### src/rtl/cam_reg_sequencer.sv
// Multi-camera SCCB register-table walker: replays one ROM table per camera through a
// valid/ready command port, waiting for each response, retrying NACKs and executing inline delays.
module cam_reg_sequencer #(
    parameter int unsigned       NUM_CAMS  = 2,
    parameter int unsigned       ADDR_W    = 8,
    parameter int unsigned       REG_W     = 8,
    parameter int unsigned       DATA_W    = 8,
    parameter int unsigned       CLK_HZ    = 25000000,
    parameter logic [REG_W-1:0]  DELAY_TAG = 8'hF0,
    parameter int unsigned       MAX_RETRY = 3,
    localparam int unsigned      CAM_W     = (NUM_CAMS > 1) ? $clog2(NUM_CAMS) : 1
) (
    input  logic                    clk,
    input  logic                    reset,
    input  logic                    start,
    output logic [ADDR_W-1:0]       rom_addr,
    input  logic [REG_W+DATA_W-1:0] rom_data,
    output logic                    cmd_valid,
    input  logic                    cmd_ready,
    output logic [CAM_W-1:0]        cmd_cam,
    output logic [REG_W-1:0]        cmd_reg,
    output logic [DATA_W-1:0]       cmd_data,
    input  logic                    resp_valid,
    input  logic                    resp_err,
    output logic                    busy,
    output logic [NUM_CAMS-1:0]     cam_done,
    output logic                    done,
    output logic                    error
);

    localparam int unsigned       ENTRY_W  = REG_W + DATA_W;
    localparam int unsigned       TICKS    = CLK_HZ / 1000;
    localparam longint unsigned   DLY_MAX  = ((64'd1 << DATA_W) - 64'd1) * 64'(TICKS);
    localparam int unsigned       DLY_W    = (DLY_MAX > 0) ? $clog2(DLY_MAX + 64'd1) : 1;
    localparam int unsigned       RTRY_W   = (MAX_RETRY > 0) ? $clog2(MAX_RETRY + 1) : 1;
    localparam logic [ADDR_W-1:0] LAST_IDX = '1;
    localparam logic [CAM_W-1:0]  LAST_CAM = CAM_W'(NUM_CAMS - 1);

    typedef enum logic [3:0] {
        S_IDLE,
        S_FETCH,
        S_DECODE,
        S_ISSUE,
        S_WAIT_RESP,
        S_DELAY,
        S_NEXT_CAM,
        S_DONE,
        S_ERROR
    } state_t;

    state_t              state_q, state_d;
    logic [ADDR_W-1:0]   addr_d;
    logic                valid_d;
    logic [CAM_W-1:0]    cam_d;
    logic [REG_W-1:0]    reg_d;
    logic [DATA_W-1:0]   data_d;
    logic                busy_d;
    logic [NUM_CAMS-1:0] cam_done_d;
    logic                done_d;
    logic                error_d;
    logic [RTRY_W-1:0]   retry_q, retry_d;
    logic [DLY_W-1:0]    dly_q, dly_d;

    logic [REG_W-1:0]    entry_reg;
    logic [DATA_W-1:0]   entry_data;
    logic [DLY_W-1:0]    dly_load;
    logic                last_idx;

    // State and all registered outputs
    always_ff @(posedge clk) begin
        if (reset) begin
            state_q   <= S_IDLE;
            rom_addr  <= '0;
            cmd_valid <= 1'b0;
            cmd_cam   <= '0;
            cmd_reg   <= '0;
            cmd_data  <= '0;
            busy      <= 1'b0;
            cam_done  <= '0;
            done      <= 1'b0;
            error     <= 1'b0;
            retry_q   <= '0;
            dly_q     <= '0;
        end else begin
            state_q   <= state_d;
            rom_addr  <= addr_d;
            cmd_valid <= valid_d;
            cmd_cam   <= cam_d;
            cmd_reg   <= reg_d;
            cmd_data  <= data_d;
            busy      <= busy_d;
            cam_done  <= cam_done_d;
            done      <= done_d;
            error     <= error_d;
            retry_q   <= retry_d;
            dly_q     <= dly_d;
        end
    end

    // Next-state and next-output logic
    always_comb begin
        state_d    = state_q;
        addr_d     = rom_addr;
        valid_d    = cmd_valid;
        cam_d      = cmd_cam;
        reg_d      = cmd_reg;
        data_d     = cmd_data;
        cam_done_d = cam_done;
        done_d     = done;
        error_d    = error;
        retry_d    = retry_q;
        dly_d      = dly_q;

        entry_reg  = rom_data[ENTRY_W-1:DATA_W];
        entry_data = rom_data[DATA_W-1:0];
        dly_load   = DLY_W'(entry_data) * DLY_W'(TICKS);
        last_idx   = (rom_addr == LAST_IDX);

        case (state_q)
            S_IDLE, S_DONE, S_ERROR: begin
                if (start) begin
                    cam_done_d = '0;
                    done_d     = 1'b0;
                    error_d    = 1'b0;
                    cam_d      = '0;
                    addr_d     = '0;
                    retry_d    = '0;
                    state_d    = S_FETCH;
                end
            end
            S_FETCH: state_d = S_DECODE;
            S_DECODE: begin
                if (rom_data == '1) begin
                    state_d = S_NEXT_CAM;
                end else if (entry_reg == DELAY_TAG) begin
                    dly_d   = (dly_load == '0) ? DLY_W'(1) : dly_load;
                    state_d = S_DELAY;
                end else begin
                    reg_d   = entry_reg;
                    data_d  = entry_data;
                    valid_d = 1'b1;
                    state_d = S_ISSUE;
                end
            end
            S_ISSUE: begin
                if (cmd_ready) begin
                    valid_d = 1'b0;
                    state_d = S_WAIT_RESP;
                end
            end
            S_WAIT_RESP: begin
                if (resp_valid) begin
                    if (!resp_err) begin
                        retry_d = '0;
                        // Last table slot without an end tag ends this camera instead of wrapping
                        state_d = last_idx ? S_NEXT_CAM : S_FETCH;
                        addr_d  = last_idx ? rom_addr : rom_addr + ADDR_W'(1);
                    end else if (retry_q < RTRY_W'(MAX_RETRY)) begin
                        retry_d = retry_q + RTRY_W'(1);
                        valid_d = 1'b1;
                        state_d = S_ISSUE;
                    end else begin
                        error_d = 1'b1;
                        state_d = S_ERROR;
                    end
                end
            end
            S_DELAY: begin
                if (dly_q <= DLY_W'(1)) begin
                    state_d = last_idx ? S_NEXT_CAM : S_FETCH;
                    addr_d  = last_idx ? rom_addr : rom_addr + ADDR_W'(1);
                end else begin
                    dly_d = dly_q - DLY_W'(1);
                end
            end
            S_NEXT_CAM: begin
                cam_done_d[cmd_cam] = 1'b1;
                if (cmd_cam == LAST_CAM) begin
                    done_d  = 1'b1;
                    state_d = S_DONE;
                end else begin
                    cam_d   = cmd_cam + CAM_W'(1);
                    addr_d  = '0;
                    state_d = S_FETCH;
                end
            end
            default: state_d = S_IDLE;
        endcase

        busy_d = !(state_d inside {S_IDLE, S_DONE, S_ERROR});
    end

endmodule

### config.mk
export PLATFORM = sky130hd
export DESIGN_NAME = cam_reg_sequencer
export DESIGN_NICKNAME = d
export VERILOG_FILES = /design/src/rtl/cam_reg_sequencer.sv
export SDC_FILE = /design/constraint.sdc
export NUM_CORES = 1
export LEC_CHECK = 0
export CORE_ASPECT_RATIO = 1.75
export CORE_MARGIN = 2
export CORE_UTILIZATION = 50
export CTS_CLUSTER_DIAMETER = 200
export DETAILED_ROUTE_END_ITERATION = 8
export GPL_TIMING_DRIVEN = 0
export PLACE_DENSITY = 0.8
export SYNTH_ARGS = -nofsm -noshare
export SYNTH_HDL_FRONTEND = slang
export SYNTH_SLANG_ARGS = --single-unit
### constraint.sdc
create_clock -name clk -period 4.8 [get_ports clk]
set_input_delay 0.72 -clock clk [delete_from_list [all_inputs] [get_ports clk]]
set_output_delay 0.72 -clock clk [all_outputs]
set_load 0.005 [all_outputs]
**Word-level counts from Yosys, hierarchy flattened**

Index checks and enable logic that the tools add are counted.

- Flip-flop bits (word level): 60
- Input port bits: 22
- Output and inout port bits: 31
- Word-level logic and storage cells: 119

- $add $sub $neg: 4
- Multiply operators: 1
- Magnitude comparators: 4
- Eq/ne operators: 28
- Mux-type cells: 47
- Bitwise operators: 3
- Reduce and logical (&&, ||, !) cells: 20

Operators by type and width:

| cell | count |
|---|---|
| 2-to-1 mux 23 bit | 4 |
| 2-to-1 mux 8 bit | 6 |
| case mux 23 bit (2 select lines) | 1 |
| case mux 8 bit (4 select lines) | 1 |
| inequality test 2 bit, second input constant | 14 |
| case mux 4 bit (7 select lines) | 1 |
| 2-to-1 mux 4 bit | 6 |
| less-or-equal comparator 23 x 1 -> 1 bit, second input constant | 1 |
| zero test 23 bit | 1 |
| subtractor 23 x 1 -> 23 bit, second input constant | 1 |
| == test 4 x 3 -> 1 bit, second input constant | 5 |
| multiplier 8 x 12 -> 20 bit, second input constant | 1 |
| == test 16 bit, second input constant | 1 |
| == test 8 bit, second input constant | 2 |
| 2-to-1 mux 1 bit | 13 |
| 2-to-1 mux 3 bit | 4 |
| adder 8 x 1 -> 8 bit, second input constant | 1 |
| == test 4 x 2 -> 1 bit, second input constant | 2 |
| == test 4 bit, second input constant | 2 |
| zero test 4 bit | 2 |
| 2-to-1 mux 2 bit | 4 |
| case mux 2 bit (2 select lines) | 2 |
| AND reduction 4 bit | 2 |
| AND reduction 7 bit | 1 |
| 22 further kinds | 29 |

**Longest topological paths before layout**

Gate-level depths: netlist (run 1).

- Word-level depth: 8
- Depth in mapped cells: 16
- Gate-level depth less buffers: 15

**Worst setup path before layout (run 1)**

Ideal clock, no wire load.

- Path type: input -> register
- Start point: in rom_data[2]
- End point: reg dly_q[0]
- Setup time: 0.058 ns
- Arrival: 4.372 ns
- Slack: 0.369 ns
- Stages: 15
- Buffers on the path: 0
- Path through: ha_1 ha_1 inv_1 fa_1 inv_1 fa_1 ha_1 o21ai_1 o21ai_2 a21boi_4 o31a_4 mux2i_1 or4b_4 nor4_4 o21ba_1

- Word-level cells in the longest chain between the ends: 6
- Elaborated cells on any way between the ends: 9
- Those cells by class: mul (1); eq/ne (2); mux (4); reduce/logical (2)

RTL lines:

| item | RTL line | RTL |
|---|---|---|
| from (decl) | 17 | `input logic [REG_W+DATA_W-1:0] rom_data,` |
| multiplier 8 x 12 -> 20 bit | 116 | `dly_load = DLY_W'(entry_data) * DLY_W'(TICKS);` |
| zero test 23 bit | 136 | `dly_d = (dly_load == '0) ? DLY_W'(1) : dly_load;` |
| 2-to-1 mux 23 bit | 136 |  |
| 2-to-1 mux 23 bit | 135 | `end else if (entry_reg == DELAY_TAG) begin` |
| 2-to-1 mux 23 bit | 133 | `if (rom_data == '1) begin` |
| case mux 23 bit (2 select lines) | 119 | `case (state_q)` |
| to (signal assigned) | 96 | `dly_q <= dly_d;` |
| to (decl) | 62 | `logic [DLY_W-1:0] dly_q, dly_d;` |

Several ways; a longest one is shown, not always the timed one. The select of a mux whose other input is x is not followed.
A chain may end at the register's enable or synchronous reset.

**Final worst setup path (run 1)**

- Start point: in rom_data[2]
- End point: reg dly_q[3]

Same word-level chain as after synthesis.

==> flow_summary.ini, run 1 <==
[run_status]
outcome = finished clean

[placement]
globalplace.congestion = 0.894
io_buffers = 52
place_hpwl_um = 10600
place_area_mm2 = 0.00546

[clocking]
cts_tree = built
cts-root-buf = clkbuf_16
clock_sinks = 60
numCtsBuffers = 9
clk_latency_ns = 0.33
ctsLongestPathBuffers = 2
path_clk_slew_ns = 0.05
htreeDepth = 3

[critical_path]
cp_num_buf_inv = 3
critical_path.max_stage_delay_ns = 0.56
required_ns = 4.99
critPathTopFamily = adder cells
worstPathArrival_ns = 4.80
cp-end-kind = flop
path_class = input pin to flop
startpoint_type = input pin
cpMaxStageDelayCell = or4b_4
crit_chain = clkdlybuf4s15_2, ha_1, ha_1, inv_1, fa_1, inv_1, fa_1, ha_4, o21ai_1, o21ai_2, a21boi_4, o31a_4, mux2i_1, or4b_4, nor4_4, nor3_1
path_max_fanout = 5

[logic_synthesis]
synth_top_cell_by_area = dfxtp_1
yosys-top-cells-area = dfxtp_1 (25%), ha_1 (15%), a21oi_1 (6.7%), nand2_1 (5.5%), fa_1 (5.0%)
netlist_instances = 604
yosysUniqueCellTypes = 60
yosys-top-cells-count = nand2_1 (70), a21oi_1 (64), nor2_1 (62), dfxtp_1 (60), ha_1 (59)
netlist_area_mm2 = 0.00479
synth_fp_nets = 697
synth_seq_cells = 60
synth_warnings = 0
yosysSeqAreaShare_pct = 25.1
synth.most_common_cell = nand2_1
synth_edf_count = 0
synth_top_area_share_pct = 25.1
postSynthAreaPerCell_um2 = 7.92
synthArstFlopShare_pct = 0
ys.flop_type = dfxtp_1

[routing]
drc = 0
drt-total-wl_um = 13600
dr.first_iter.drc_count = 372
avgRoutedWirePerCell_um = 17.1
vias = 4845
dr.pass1.iters = 7
vias_per_cell = 6.09
ant_nets = 0

[die]
start_util_pct = 50.9
ioPinCount = 53
rows = 47
core_area_mm2 = 0.00941
dieArea_mm2 = 0.0104
fp.dieH_um = 133
dieWidth_um = 78.0

[timing]
fin_skew_ns = 0.00539
hold-worst-slack_ns = 0.457
relSlewSlack_pct = 52.8
hold_violations = 0
finalCriticalPeriod_ns = 4.61
rsz0062_at_grt = false
post-route-period-util_pct = 96.1
fmax_mhz = 217
final-setup-viol-count = 0
worstMarginPinSlew_ns = 0.709
finalSetupTns_ns = 0
drv_slew = 0

[layout]
largest_reg_flops = 23
insertedDiodeCount = 0
final_cell_area_mm2 = 0.00582
multiInputGateArea_mm2 = 0.00342
area_growth_pct = 21.6
nets = 762
top_register = dly_q
drive_gt1_share_pct = 7.72
seq_area_mm2 = 0.00120
fillers = 861

[power_and_ir_drop]
power_density_mw_per_mm2 = 346
p_leak_nw = 2.36
vdd_drop_max_uv = 211

[grt]
grt_pass1_wl_um = 22000
grt_pass1_vias = 4717
overflow = 0
grt_usage_pct = 26.4
grt_antenna_before_repair = 0
grt_max_degree = 12

[flow_run]
cap_violations = 0

[min_path]
hold_class = flop to flop
## kinds of logic after synthesis
| logic type | Yosys count | share of synthesized area (%) |
|---|---|---|
| and+or+nand+nor | 236 | 24.5 |
| xor gates and xnor gates | 21 | 3.84 |
| muxes | 2 | 0.418 |
| adders and majority gates | 71 | 20.4 |
| DFF | 60 | 25.1 |
| AOI/OAI and AO/OA | 165 | 21.4 |
| buffers and inverters | 49 | 4.31 |
## worst reg2reg max path: stages (launching register included)
cell	delay, ns
dfxtp_1	0.29
buf_2	0.17
nand2b_1	0.24
nor2_1	0.26
and2_1	0.16
buf_2	0.17
nand2_1	0.15
nand2_1	0.24
clkbuf_1	0.42
o21ai_0	0.18
a22oi_1	0.16
nor2_1	0.06
## worst paths after layout
check                     to  slack (ns)  cells after the start        start
setup reg to reg   dly_q[10]        2.16                     11   state_q[3]
hold / removal    cmd_reg[5]        0.46                      2   cmd_reg[5]
hold reg to reg   cmd_reg[5]        0.46                      2   cmd_reg[5]
setup / recovery    dly_q[3]        0.19                     16  rom_data[2]
## routing by layer
| layer | vias up | wire, um | track usage (%) |
|---|---|---|---|
| li1 | 2307 | - | - |
| met2 | 177 | 7420 | 49.9 |
| met3 | 57 | 519 | 3.32 |
| met4 | 0 | 651 | 15.8 |
| met1 | 2304 | 5020 | 27.1 |
| met5 | - | 0 | 0 |
## cell type report
cell class                 count  share of cell area (%)
clock inverter                 6                    1.10
buffer                        23                    1.87
timing repair buffer          54                    9.18
tap                          122                    2.62
inverter                      26                    1.68
sequential                    60                    20.6
clock buffer                  10                    4.11
multi-input combinational    495                    58.8
## where the power goes
group,internal [mW],switching (mW),leakage (nW)
logic,0.368,0.464,1.73
clock network,0.414,0.238,0.144
registers,0.516,0.0115,0.485
## per-stage QoR
step,power [mW],worst slack (ns),cells,util (%)
global placement,1.29,-0.646,778,58.0
detailed placement,1.31,-0.694,778,58.0
CTS,1.99,0.00643,796,61.7
floorplan,1.12,0.369,604,-
global route,2.13,0.000843,796,61.9
finish,2.01,0.189,796,61.9
## placed cells by master, fill, tap and decap left out, types with 4 or more instances in the layout
master and instances:
a22oi_1 6, buf_4 4, o22ai_1 4, nand3_1 12, clkdlybuf4s50_1 44, ha_1 56, xnor2_1 10, inv_1 26
a21o_1 4, a211oi_1 10, xor2_1 11, a21oi_1 63, nor3_1 22, nor2_1 61, and2_1 8, fa_1 12
clkbuf_1 16, or2_2 6, nand4_1 14, o21ai_0 40, nand2b_1 7, nand2_1 70, o211ai_1 4, and3_1 5
o21a_1 4, dlygate4sd2_1 4, dfxtp_1 60, clkbuf_16 9, nor4_1 5, or3_1 6, buf_2 4, a31oi_1 4
## repair_timing
item                                    CTS  global route
endpoints found under the setup margin    4             3
gates cloned                              0             0
pin swaps                                 3             4
hold endpoints to repair                  0             0
gates resized for setup                  20             4
hold buffers                              0             0
setup buffers                             2             0
Note: power is estimated with default switching activity, not from simulation.
==> inputs of run 2 (changes only) <==
--- a/config.mk
+++ b/config.mk
@@ -6,12 +6,13 @@
 export NUM_CORES = 1
 export LEC_CHECK = 0
 export CORE_ASPECT_RATIO = 1.75
-export CORE_MARGIN = 2
+export CORE_MARGIN = 1.5
 export CORE_UTILIZATION = 50
 export CTS_CLUSTER_DIAMETER = 200
 export DETAILED_ROUTE_END_ITERATION = 8
 export GPL_TIMING_DRIVEN = 0
 export PLACE_DENSITY = 0.8
+export RECOVER_POWER = 50
 export SYNTH_ARGS = -nofsm -noshare
 export SYNTH_HDL_FRONTEND = slang
 export SYNTH_SLANG_ARGS = --single-unit
==> constraint.sdc (replaced) <==
create_clock -name clk -period 4.9 [get_ports clk]
set_input_delay 0.735 -clock clk [delete_from_list [all_inputs] [get_ports clk]]
set_output_delay 0.735 -clock clk [all_outputs]
set_load 0.005 [all_outputs]
==> flow_summary.ini, run 2 (synthesized netlist as in run 1, its figures left out) <==
[power_and_ir_drop]
vdd_drop_max_uv = 236
power_density_mw_per_mm2 = 354
p_total_mw = 2.07
p_leak_nw = 2.45

[layout]
largest_reg_flops = 23
insertedDiodeCount = 0
layout_common_cells = nand2_1 (70), a21oi_1 (63), nor2_1 (61)
nets = 761
top_register = dly_q
fillers = 815
drive_gt1_share_pct = 7.28
final_util_pct = 62.1
area_growth_pct = 22.1
final_common_cell = nand2_1
final_cells = 795

[min_path]
min_to = cmd_reg[0]
hold_class = flop to flop
min_path_cells = 2
hold_start = cmd_reg[0]

[clocking]
cts-root-buf = clkbuf_16
path_clk_slew_ns = 0.06
htreeDepth = 3
cts_tree = built
ctsLongestPathBuffers = 2
numCtsBuffers = 9
clock_sinks = 60
clk_latency_ns = 0.33

[routing]
drc = 0
drt-total-wl_um = 13700
dr.pass1.iters = 6
vias = 4837
dr.first_iter.drc_count = 342
vias_per_cell = 6.08
ant_nets = 0
avgRoutedWirePerCell_um = 17.2

[timing]
finalSetupTns_ns = 0
rsz0062_at_grt = false
fin_skew_ns = 0.00569
worstMarginPinSlew_ns = 0.655
hold-worst-slack_ns = 0.456
hold_violations = 0
post-route-period-util_pct = 96.2
drv_slew = 0
final-setup-viol-count = 0
finalCriticalPeriod_ns = 4.72
relSlewSlack_pct = 56.3
fmax_mhz = 212

[die]
start_util_pct = 50.9
rows = 47
fp.dieH_um = 132
core_area_mm2 = 0.00941
dieWidth_um = 77.0
dieArea_mm2 = 0.0102
ioPinCount = 53

[placement]
io_buffers = 52
globalplace.congestion = 0.912
place_hpwl_um = 10500
dp.cells = 778

[grt]
grt_antenna_before_repair = 0
overflow = 0
grt_max_degree = 13
grt_usage_pct = 27.5
grt_pass1_wl_um = 22400
grt_pass1_vias = 4841

[critical_path]
cp-end-kind = flop
r2r_start = state_q[3]
path_max_fanout = 5
reg2reg_slack_ns = 2.12
path_class = input pin to flop
r2r-end = rom_addr[7]
startpoint_type = input pin
r2r_cells = 10
required_ns = 5.09
worstPathArrival_ns = 4.91

[run_status]
outcome = finished clean

[flow_run]
cap_violations = 0
[run 2: cell count changes in the layout (fill, tap and decap cells not counted), moves of 2 or more]
cell / before / now
bufinv_16: 1 / 3
clkbuf_1: 16 / 19
clkbuf_8: 2 / 0
clkdlybuf4s50_1: 44 / 13
clkinv_2: 2 / 0
dlygate4sd3_1: 0 / 31
ha_1: 56 / 54
ha_2: 1 / 3
inv_6: 0 / 2
o21ai_0: 40 / 38
o21ai_1: 1 / 3
[run 2: per-layer routing]
metal	GRT usage, %	share of wire (%)	vias up
li1	-	-	2302
met1	26.5	36	2298
met2	52.9	55	182
met3	4.07	3.6	55
met4	17.2	4.6	0
met5	0	0	-
[run 2: repair_timing]
| action | in CTS | in global routing |
|---|---|---|
| setup buffers | 1 | 0 |
| setup endpoints to repair | 3 | 3 |
| gates resized for setup | 17 | 11 |
| pin swaps | 2 | 3 |
| hold buffers | 0 | 0 |
[run 2: worst max-delay path by stage]
stage / from / end / slack [ns] / cells past startpoint
after floorplan: rom_data[2] / dly_q[0] / 0.45 / 15
after global placement: rom_data[2] / dly_q[0] / -0.58 / 16
after detailed placement: rom_data[2] / dly_q[3] / -0.65 / 16
after CTS: rom_data[2] / dly_q[0] / 0.03 / 16
after global routing: rom_data[7] / dly_q[3] / 0.007 / 15
final: rom_data[2] / dly_q[3] / 0.18 / 16
[run 2: worst max-delay path: stages]
cell and delay, ns:
clkdlybuf4s15_2 0.28, ha_4 0.29, ha_1 0.27, inv_1 0.05, fa_1 0.50, inv_1 0.06
fa_1 0.48, ha_2 0.38, o21ai_1 0.10, o21ai_2 0.22, a21boi_4 0.10, o31a_4 0.36
mux2i_1 0.15, or4b_4 0.56, nor4_4 0.27, nor3_1 0.09
[run 2: power breakdown]
| part | switching, mW | internal [mW] |
|---|---|---|
| Clock | 0.241 | 0.500 |
| Sequential | 0.0117 | 0.505 |
| Combinational | 0.459 | 0.351 |
[run 2: metrics by stage]
step / setup slack, ns / instance area [um2]
floorplan: 0.454 / 4790
global placement: -0.576 / 5460
detailed placement: -0.647 / 5460
CTS: 0.0320 / 5830
global route: 0.00675 / 5840
finish: 0.184 / 5840
[run 2: cell type report]
cell class	count	area, um2	area share (%)
plain buffers	23	96.3	1.65
clock buffers	9	225	3.85
clock inverters	7	123	2.10
inverters	26	97.6	1.67
multi-input cells	495	3430	58.7
flip-flops and latches	60	1200	20.6
well taps	122	153	2.61
repair buffers	53	519	8.88
